File: config.mk
export PLATFORM = sky130hd
export DESIGN_NAME = match_ctrl
export DESIGN_NICKNAME = d
export VERILOG_FILES = /design/src/rtl/vb_pkg.sv /design/src/rtl/frame_timer.sv /design/src/rtl/match_ctrl.sv
export SDC_FILE = /design/constraint.sdc
export NUM_CORES = 1
export LEC_CHECK = 0
export CAP_MARGIN = 20
export CELL_PAD_IN_SITES_DETAIL_PLACEMENT = 0
export CELL_PAD_IN_SITES_GLOBAL_PLACEMENT = 1
export CORE_ASPECT_RATIO = 0.7
export CORE_MARGIN = 5
export CORE_UTILIZATION = 34
export DETAILED_ROUTE_END_ITERATION = 7
export GPL_TIMING_DRIVEN = 0
export HOLD_SLACK_MARGIN = 0.02
export MAX_ROUTING_LAYER = met4
export PLACE_DENSITY = 0.74
export SLEW_MARGIN = 30
export SYNTH_ARGS = -nofsm -noshare
export SYNTH_HDL_FRONTEND = slang
export SYNTH_SLANG_ARGS = --single-unit
File: constraint.sdc
create_clock -name clk -period 2.1 [get_ports clk]
set_clock_uncertainty 0.2 [all_clocks]
set_input_delay 0.525 -clock clk [delete_from_list [all_inputs] [get_ports clk]]
set_output_delay 0.525 -clock clk [all_outputs]
set_load 0.02 [all_outputs]
File: src/rtl/vb_pkg.sv
// Shared types and constants for the volleyball round/score controller.
// Latency: none (declarations only).
// Backpressure: not applicable.
package vb_pkg;

    // Controller states; encodings are visible on the HUD state port.
    typedef enum logic [2:0] {
        ST_IDLE      = 3'd0,
        ST_SERVE     = 3'd1,
        ST_PLAY      = 3'd2,
        ST_POINT     = 3'd3,
        ST_MATCH_END = 3'd4
    } state_e;

    // Winner codes shared with the physics engine.
    localparam logic [1:0] WIN_NONE = 2'd0;
    localparam logic [1:0] WIN_P1   = 2'd1;
    localparam logic [1:0] WIN_P2   = 2'd2;

    // Default match and banner lengths, in 60 Hz frames.
    localparam int WIN_SCORE_DEF    = 7;
    localparam int SERVE_FRAMES_DEF = 60;
    localparam int POINT_FRAMES_DEF = 90;
    localparam int SCORE_W_DEF      = 4;

    function automatic int max2(input int a, input int b);
        return (a > b) ? a : b;
    endfunction

endpackage

File: src/rtl/frame_timer.sv
// Loadable down-counter of frame ticks; zero flags that the loaded count has elapsed.
// Latency: load or decrement visible one cycle after the edge; zero is combinational from the count.
// Backpressure: none; load wins over a coincident tick, and the count holds at zero.
module frame_timer #(
    parameter int W = 7
) (
    input  logic         clk,
    input  logic         rst,
    input  logic         load,
    input  logic [W-1:0] load_val,
    input  logic         tick,
    output logic         zero
);

    logic [W-1:0] cnt_q;
    logic [W-1:0] cnt_d;

    // Next count: a load beats a tick; ticks stop once the count reaches zero.
    always_comb begin
        cnt_d = cnt_q;
        if (load) begin
            cnt_d = load_val;
        end else if (tick && (cnt_q != '0)) begin
            cnt_d = cnt_q - W'(1);
        end
    end

    // Count register with synchronous reset to zero.
    always_ff @(posedge clk) begin
        if (rst) begin
            cnt_q <= '0;
        end else begin
            cnt_q <= cnt_d;
        end
    end

    assign zero = (cnt_q == '0);

endmodule

File: src/rtl/match_ctrl.sv
// Round/score controller: keeps score, freezes physics during serve/point banners, declares the winner.
// Latency: a qualifying frame_valid updates score, strobe and state one cycle later; phys_en is combinational.
// Backpressure: none; frame strobes outside PLAY are simply not passed to the physics engine.
module match_ctrl
    import vb_pkg::*;
#(
    parameter int WIN_SCORE    = WIN_SCORE_DEF,
    parameter int SERVE_FRAMES = SERVE_FRAMES_DEF,
    parameter int POINT_FRAMES = POINT_FRAMES_DEF,
    parameter int SCORE_W      = SCORE_W_DEF
) (
    input  logic               clk,
    input  logic               rst,
    input  logic               tick,
    input  logic               frame_valid,
    input  logic               game_over,
    input  logic [1:0]         winner,
    input  logic               start_btn,
    output logic               phys_en,
    output logic [SCORE_W-1:0] p1_score,
    output logic [SCORE_W-1:0] p2_score,
    output logic               serve_side,
    output logic               point_strobe,
    output logic               match_over,
    output logic [1:0]         match_winner,
    output logic [2:0]         state
);

    localparam int TMR_W = $clog2(max2(SERVE_FRAMES, POINT_FRAMES) + 1);
    localparam logic [TMR_W-1:0]   SERVE_LD = TMR_W'(SERVE_FRAMES);
    localparam logic [TMR_W-1:0]   POINT_LD = TMR_W'(POINT_FRAMES);
    localparam logic [SCORE_W-1:0] WIN_Q    = SCORE_W'(WIN_SCORE);

    state_e             state_q, state_d;
    logic [SCORE_W-1:0] p1_q, p1_d;
    logic [SCORE_W-1:0] p2_q, p2_d;
    logic               side_q, side_d;
    logic               strobe_q, strobe_d;
    logic [1:0]         mwin_q, mwin_d;
    logic               go_q, go_d;
    logic               start_q;

    logic               tmr_load;
    logic [TMR_W-1:0]   tmr_val;
    logic               tmr_zero;
    logic               start_rise;
    logic               point_hit;

    // The registered button copy resets high so a button held through reset is not a press.
    assign start_rise = start_btn & ~start_q;

    // A point needs a fresh grounding (go_q low) so the physics engine's stale flag cannot score twice.
    assign point_hit = frame_valid & game_over & ~go_q &
                       ((winner == WIN_P1) | (winner == WIN_P2));

    frame_timer #(
        .W (TMR_W)
    ) u_timer (
        .clk      (clk),
        .rst      (rst),
        .load     (tmr_load),
        .load_val (tmr_val),
        .tick     (tick),
        .zero     (tmr_zero)
    );

    // Next-state, score and timer-load decisions for the match FSM.
    always_comb begin
        state_d  = state_q;
        p1_d     = p1_q;
        p2_d     = p2_q;
        side_d   = side_q;
        strobe_d = 1'b0;
        mwin_d   = mwin_q;
        go_d     = frame_valid ? game_over : go_q;
        tmr_load = 1'b0;
        tmr_val  = SERVE_LD;

        case (state_q)
            ST_IDLE: begin
                if (start_rise) begin
                    state_d  = ST_SERVE;
                    p1_d     = '0;
                    p2_d     = '0;
                    tmr_load = 1'b1;
                    tmr_val  = SERVE_LD;
                end
            end
            ST_SERVE: begin
                if (tmr_zero) begin
                    state_d = ST_PLAY;
                end
            end
            ST_PLAY: begin
                if (point_hit) begin
                    // Reaching WIN_SCORE always leaves via POINT, so no saturation is needed.
                    if (winner == WIN_P1) begin
                        p1_d = p1_q + SCORE_W'(1);
                    end else begin
                        p2_d = p2_q + SCORE_W'(1);
                    end
                    side_d   = (winner == WIN_P2);
                    strobe_d = 1'b1;
                    tmr_load = 1'b1;
                    tmr_val  = POINT_LD;
                    state_d  = ST_POINT;
                end
            end
            ST_POINT: begin
                if (tmr_zero) begin
                    if (p1_q == WIN_Q) begin
                        state_d = ST_MATCH_END;
                        mwin_d  = WIN_P1;
                    end else if (p2_q == WIN_Q) begin
                        state_d = ST_MATCH_END;
                        mwin_d  = WIN_P2;
                    end else begin
                        state_d  = ST_SERVE;
                        tmr_load = 1'b1;
                        tmr_val  = SERVE_LD;
                    end
                end
            end
            ST_MATCH_END: begin
                if (start_rise) begin
                    state_d  = ST_SERVE;
                    p1_d     = '0;
                    p2_d     = '0;
                    mwin_d   = WIN_NONE;
                    tmr_load = 1'b1;
                    tmr_val  = SERVE_LD;
                end
            end
            default: begin
                state_d = ST_IDLE;
            end
        endcase
    end

    // State and score registers; reset drops any point in flight.
    always_ff @(posedge clk) begin
        if (rst) begin
            state_q  <= ST_IDLE;
            p1_q     <= '0;
            p2_q     <= '0;
            side_q   <= 1'b0;
            strobe_q <= 1'b0;
            mwin_q   <= WIN_NONE;
            go_q     <= 1'b0;
            start_q  <= 1'b1;
        end else begin
            state_q  <= state_d;
            p1_q     <= p1_d;
            p2_q     <= p2_d;
            side_q   <= side_d;
            strobe_q <= strobe_d;
            mwin_q   <= mwin_d;
            go_q     <= go_d;
            start_q  <= start_btn;
        end
    end

    assign phys_en      = tick & (state_q == ST_PLAY);
    assign p1_score     = p1_q;
    assign p2_score     = p2_q;
    assign serve_side   = side_q;
    assign point_strobe = strobe_q;
    assign match_over   = (state_q == ST_MATCH_END);
    assign match_winner = mwin_q;
    assign state        = state_q;

endmodule

==> metrics.yaml <==
outcome: "completed"
path_cells: "clkdlybuf4s50_1, and4bb_4, a21oi_4, buf_6, buf_4, o31ai_1, a21oi_1"
clkLatencyLatePin_ns: 0.27
vdd_ir_drop_max_mv: 0.442
drc_errors: 0
yosysTopAreaCell: "dfxtp_1"
grt_max_degree: 14
critPathSlowestCell: "clkdlybuf4s50_1"
finalHoldViolations: 0
rsz0062_at_grt: "false"
fp.dieH_um: 60.8
place_hpwl_um: 2340
post_synth_num_cell_types: 44
initial_core_util_pct: 35.4
min_period_ns: 2.06
cp_max_fo: 6
p_leak_nw: 0.672
ys_ff_latch: 24
critPathBufInv: 3
die_width_um: 82.5
crit_end: "p2_score[3]$_SDFFE_PP0P_"
synth_top_area_share_pct: 38.4
syn-num-nets: 153
clock-root-buffer: "clkbuf_8"
r2r_end: "u_timer.cnt_q[2]$_SDFFE_PP0P_"
cap_violations: 0
synth_area_leaders: "dfxtp_1, a21oi_1, ha_1"
area_growth_pct: 39.4
wl_um: 3200
ys.flop_type: "dfxtp_1"
viasPerCell: 5.30
postRouteAntennaNets: 0
worstSetupPathType: "primary input to flip-flop"
cts_tree: "yes"
drt_iter0_markers: 34
cts.sinks: 24
ys_warn_count: 0
setup_slack_ns: 0.0427
num_vias: 1193
critPathLaunchType: "primary input"
num_rows: 18
grt_pass1_vias: 1148
finalCritPeriodShare_pct: 98.0
firstDrtPassIters: 4
finalSetupViolations: 0
pre_cts_ws_ns: -0.652
dieArea_um2: 5010
track_usage_pct: 14.1
p_per_area_nw_per_um2: 780
n_antenna_cell: 0
crit_cells: 7
report.final.slew_viol_count: 0
critPathMaxStageDelay_ns: 0.49
h-tree-depth: 1
r2r_cells: 6
crit_arrival_ns: 2.00
grt_first_pass_wirelength_um: 5310
synth_edf_count: 0
synth_seq_area_share_pct: 38.4
slew_headroom_pct: 68.4
layout.nets: 189
max_slew.worst_pin.slew_ns: 0.475
io_buffers: 24
async_flop_share_pct: 0
crit_start: "frame_valid"
end_kind: "flip-flop"
rr_startpoint: "u_timer.cnt_q[0]$_SDFFE_PP0P_"
num_io_pins: 25
ctsLongestPathBuffers: 2
synthCells: 140
fin_setup_tns_ns: 0
cp_top_family: "buffers and inverters"
avgSynthCellArea_um2: 8.94
min_path_type: "flip-flop to flip-flop"
wire_per_inst_um: 14.2
rrSetupSlack_ns: 0.11
synthesis.area_um2: 1250
gp_congestion: 0.801
antenna_found_initial: 0
worst-endpoint-required_ns: 2.04
timing.fmax_ghz: 0.486
drive_gt1_share_pct: 24.6
numCtsBuffers: 3
overflow: 0
clkTransAtPathRegs_ns: 0.09
core-area_um2: 3540
==> worst min-delay path by stage <==
stage | start | endpoint | slack (ns) | cells past startpoint
6_report | serve_side$_SDFFE_PP0P_ | serve_side$_SDFFE_PP0P_ | 0.27 | 2
5_1_grt | serve_side$_SDFFE_PP0P_ | serve_side$_SDFFE_PP0P_ | 0.29 | 2
4_1_cts | serve_side$_SDFFE_PP0P_ | serve_side$_SDFFE_PP0P_ | 0.27 | 2
3_5_place_dp | serve_side$_SDFFE_PP0P_ | serve_side$_SDFFE_PP0P_ | 0.25 | 2
3_3_place_gp | serve_side$_SDFFE_PP0P_ | serve_side$_SDFFE_PP0P_ | 0.25 | 2
2_1_floorplan | go_q$_SDFFE_PP0P_ | go_q$_SDFFE_PP0P_ | 0.25 | 2
==> synthesized netlist by cell type (all sizes together), types with 2 or more instances <==
library cell and count:
xnor2 2, nor2 2, buf 2, and2 3, dfxtp 24, nand2 7, a31oi 2, nor2b 2
or4 6, o31ai 4, ha 5, or2 2, xor2 2, nand3 5, a21oi 19, o311ai 3
nor3 5, nor3b 3, o21ai 6, inv 9, a211oi 2, a21o 2, clkbuf 2, or3 3
nand3b 4
==> stage by stage <==
step | area, um^2 | hold slack (ns) | instances | utilization (%) | total power [mW]
final | 1740 | 0.272 | 225 | 49.3 | 1.36
after global routing | 1740 | 0.291 | 225 | 49.3 | 1.44
after CTS | 1700 | 0.274 | 225 | 48.1 | 1.32
after detailed placement | 1560 | 0.254 | 214 | 44.1 | 0.964
after global placement | 1560 | 0.247 | 214 | 44.1 | 0.955
after floorplan | 1250 | 0.252 | 140 | - | 0.861
==> layout make-up <==
class                      instances  area, um^2
inverter                           9        33.8
timing repair buffer              31         288
clock buffer                       4        55.1
tap                               50        62.6
buffer                             4        22.5
sequential                        24         488
fill                             342        1790
multi-input combinational        103         795
==> tightest hold or removal path, stage by stage, from the launching register on <==
cell	delay, ns
dfxtp_1	0.32
nand2_1	0.05
a21oi_1	0.06
==> state kept, by name, summed over array words and instances, names as in the netlist <==
signal         count
u_timer.cnt_q      7
p1_score           4
p2_score           4
state              3
match_winner       2
go_q               1
point_strobe       1
serve_side         1
start_q            1
==> timing repair <==
action / 4_1_cts / 5_1_grt
hold buffers: 0 / 0
pin swaps: 8 / 2
endpoints found under the setup margin: 22 / 12
gates resized for setup: 30 / 16
setup buffers: 7 / 0
==> logic make-up after synthesis <==
| kind of cell | synth area share (%) |
|---|---|
| simple gates | 25.8 |
| compound gates | 23.0 |
| buf+inv | 4.20 |
| fa+ha+maj | 5.00 |
| xor+xnor | 2.80 |
| mux | 0.800 |
| flops | 38.4 |
==> layer usage <==
layer	share of wire (%)	vias up	track usage [%]
li1	-	596	-
met2	43	18	21.2
met5	0	-	-
met1	52	577	19.3
met3	4.4	2	4.01
met4	0.53	0	2.10
==> where the power goes <==
group / total, mW / leakage (nW) / internal [mW] / switching (mW)
sequential: 0.586 / 0.197 / 0.509 / 0.0763
combinational: 0.458 / 0.446 / 0.231 / 0.227
clock: 0.316 / 0.0288 / 0.167 / 0.149
==> cell usage in the layout, fill, tap and decap left out, types with 2 or more instances in the layout <==
cell / netlist / routed
dlymetal6s2s_1: 0 / 3
and2_1: 3 / 3
a31oi_1: 2 / 2
nor2b_1: 2 / 2
ha_1: 5 / 4
or2_2: 2 / 2
nor2_1: 2 / 2
dlygate4sd2_1: 0 / 2
or4_1: 6 / 5
a21oi_2: 1 / 3
dfxtp_1: 24 / 20
buf_6: 0 / 2
inv_1: 9 / 8
xnor2_1: 2 / 2
nor3_2: 0 / 2
or3_1: 3 / 2
buf_4: 1 / 6
buf_2: 0 / 2
o21ai_0: 5 / 5
xor2_1: 2 / 2
nand3b_1: 4 / 4
nand3_1: 5 / 5
nor3_1: 5 / 3
a211oi_1: 2 / 2
clkdlybuf4s50_1: 0 / 15
dfxtp_2: 0 / 3
nand2_1: 7 / 7
nor3b_4: 1 / 2
clkbuf_8: 0 / 4
a21oi_1: 18 / 15
o311ai_0: 3 / 3
o31ai_1: 4 / 3
clkbuf_1: 2 / 2
(Power assumes the default switching activity.)
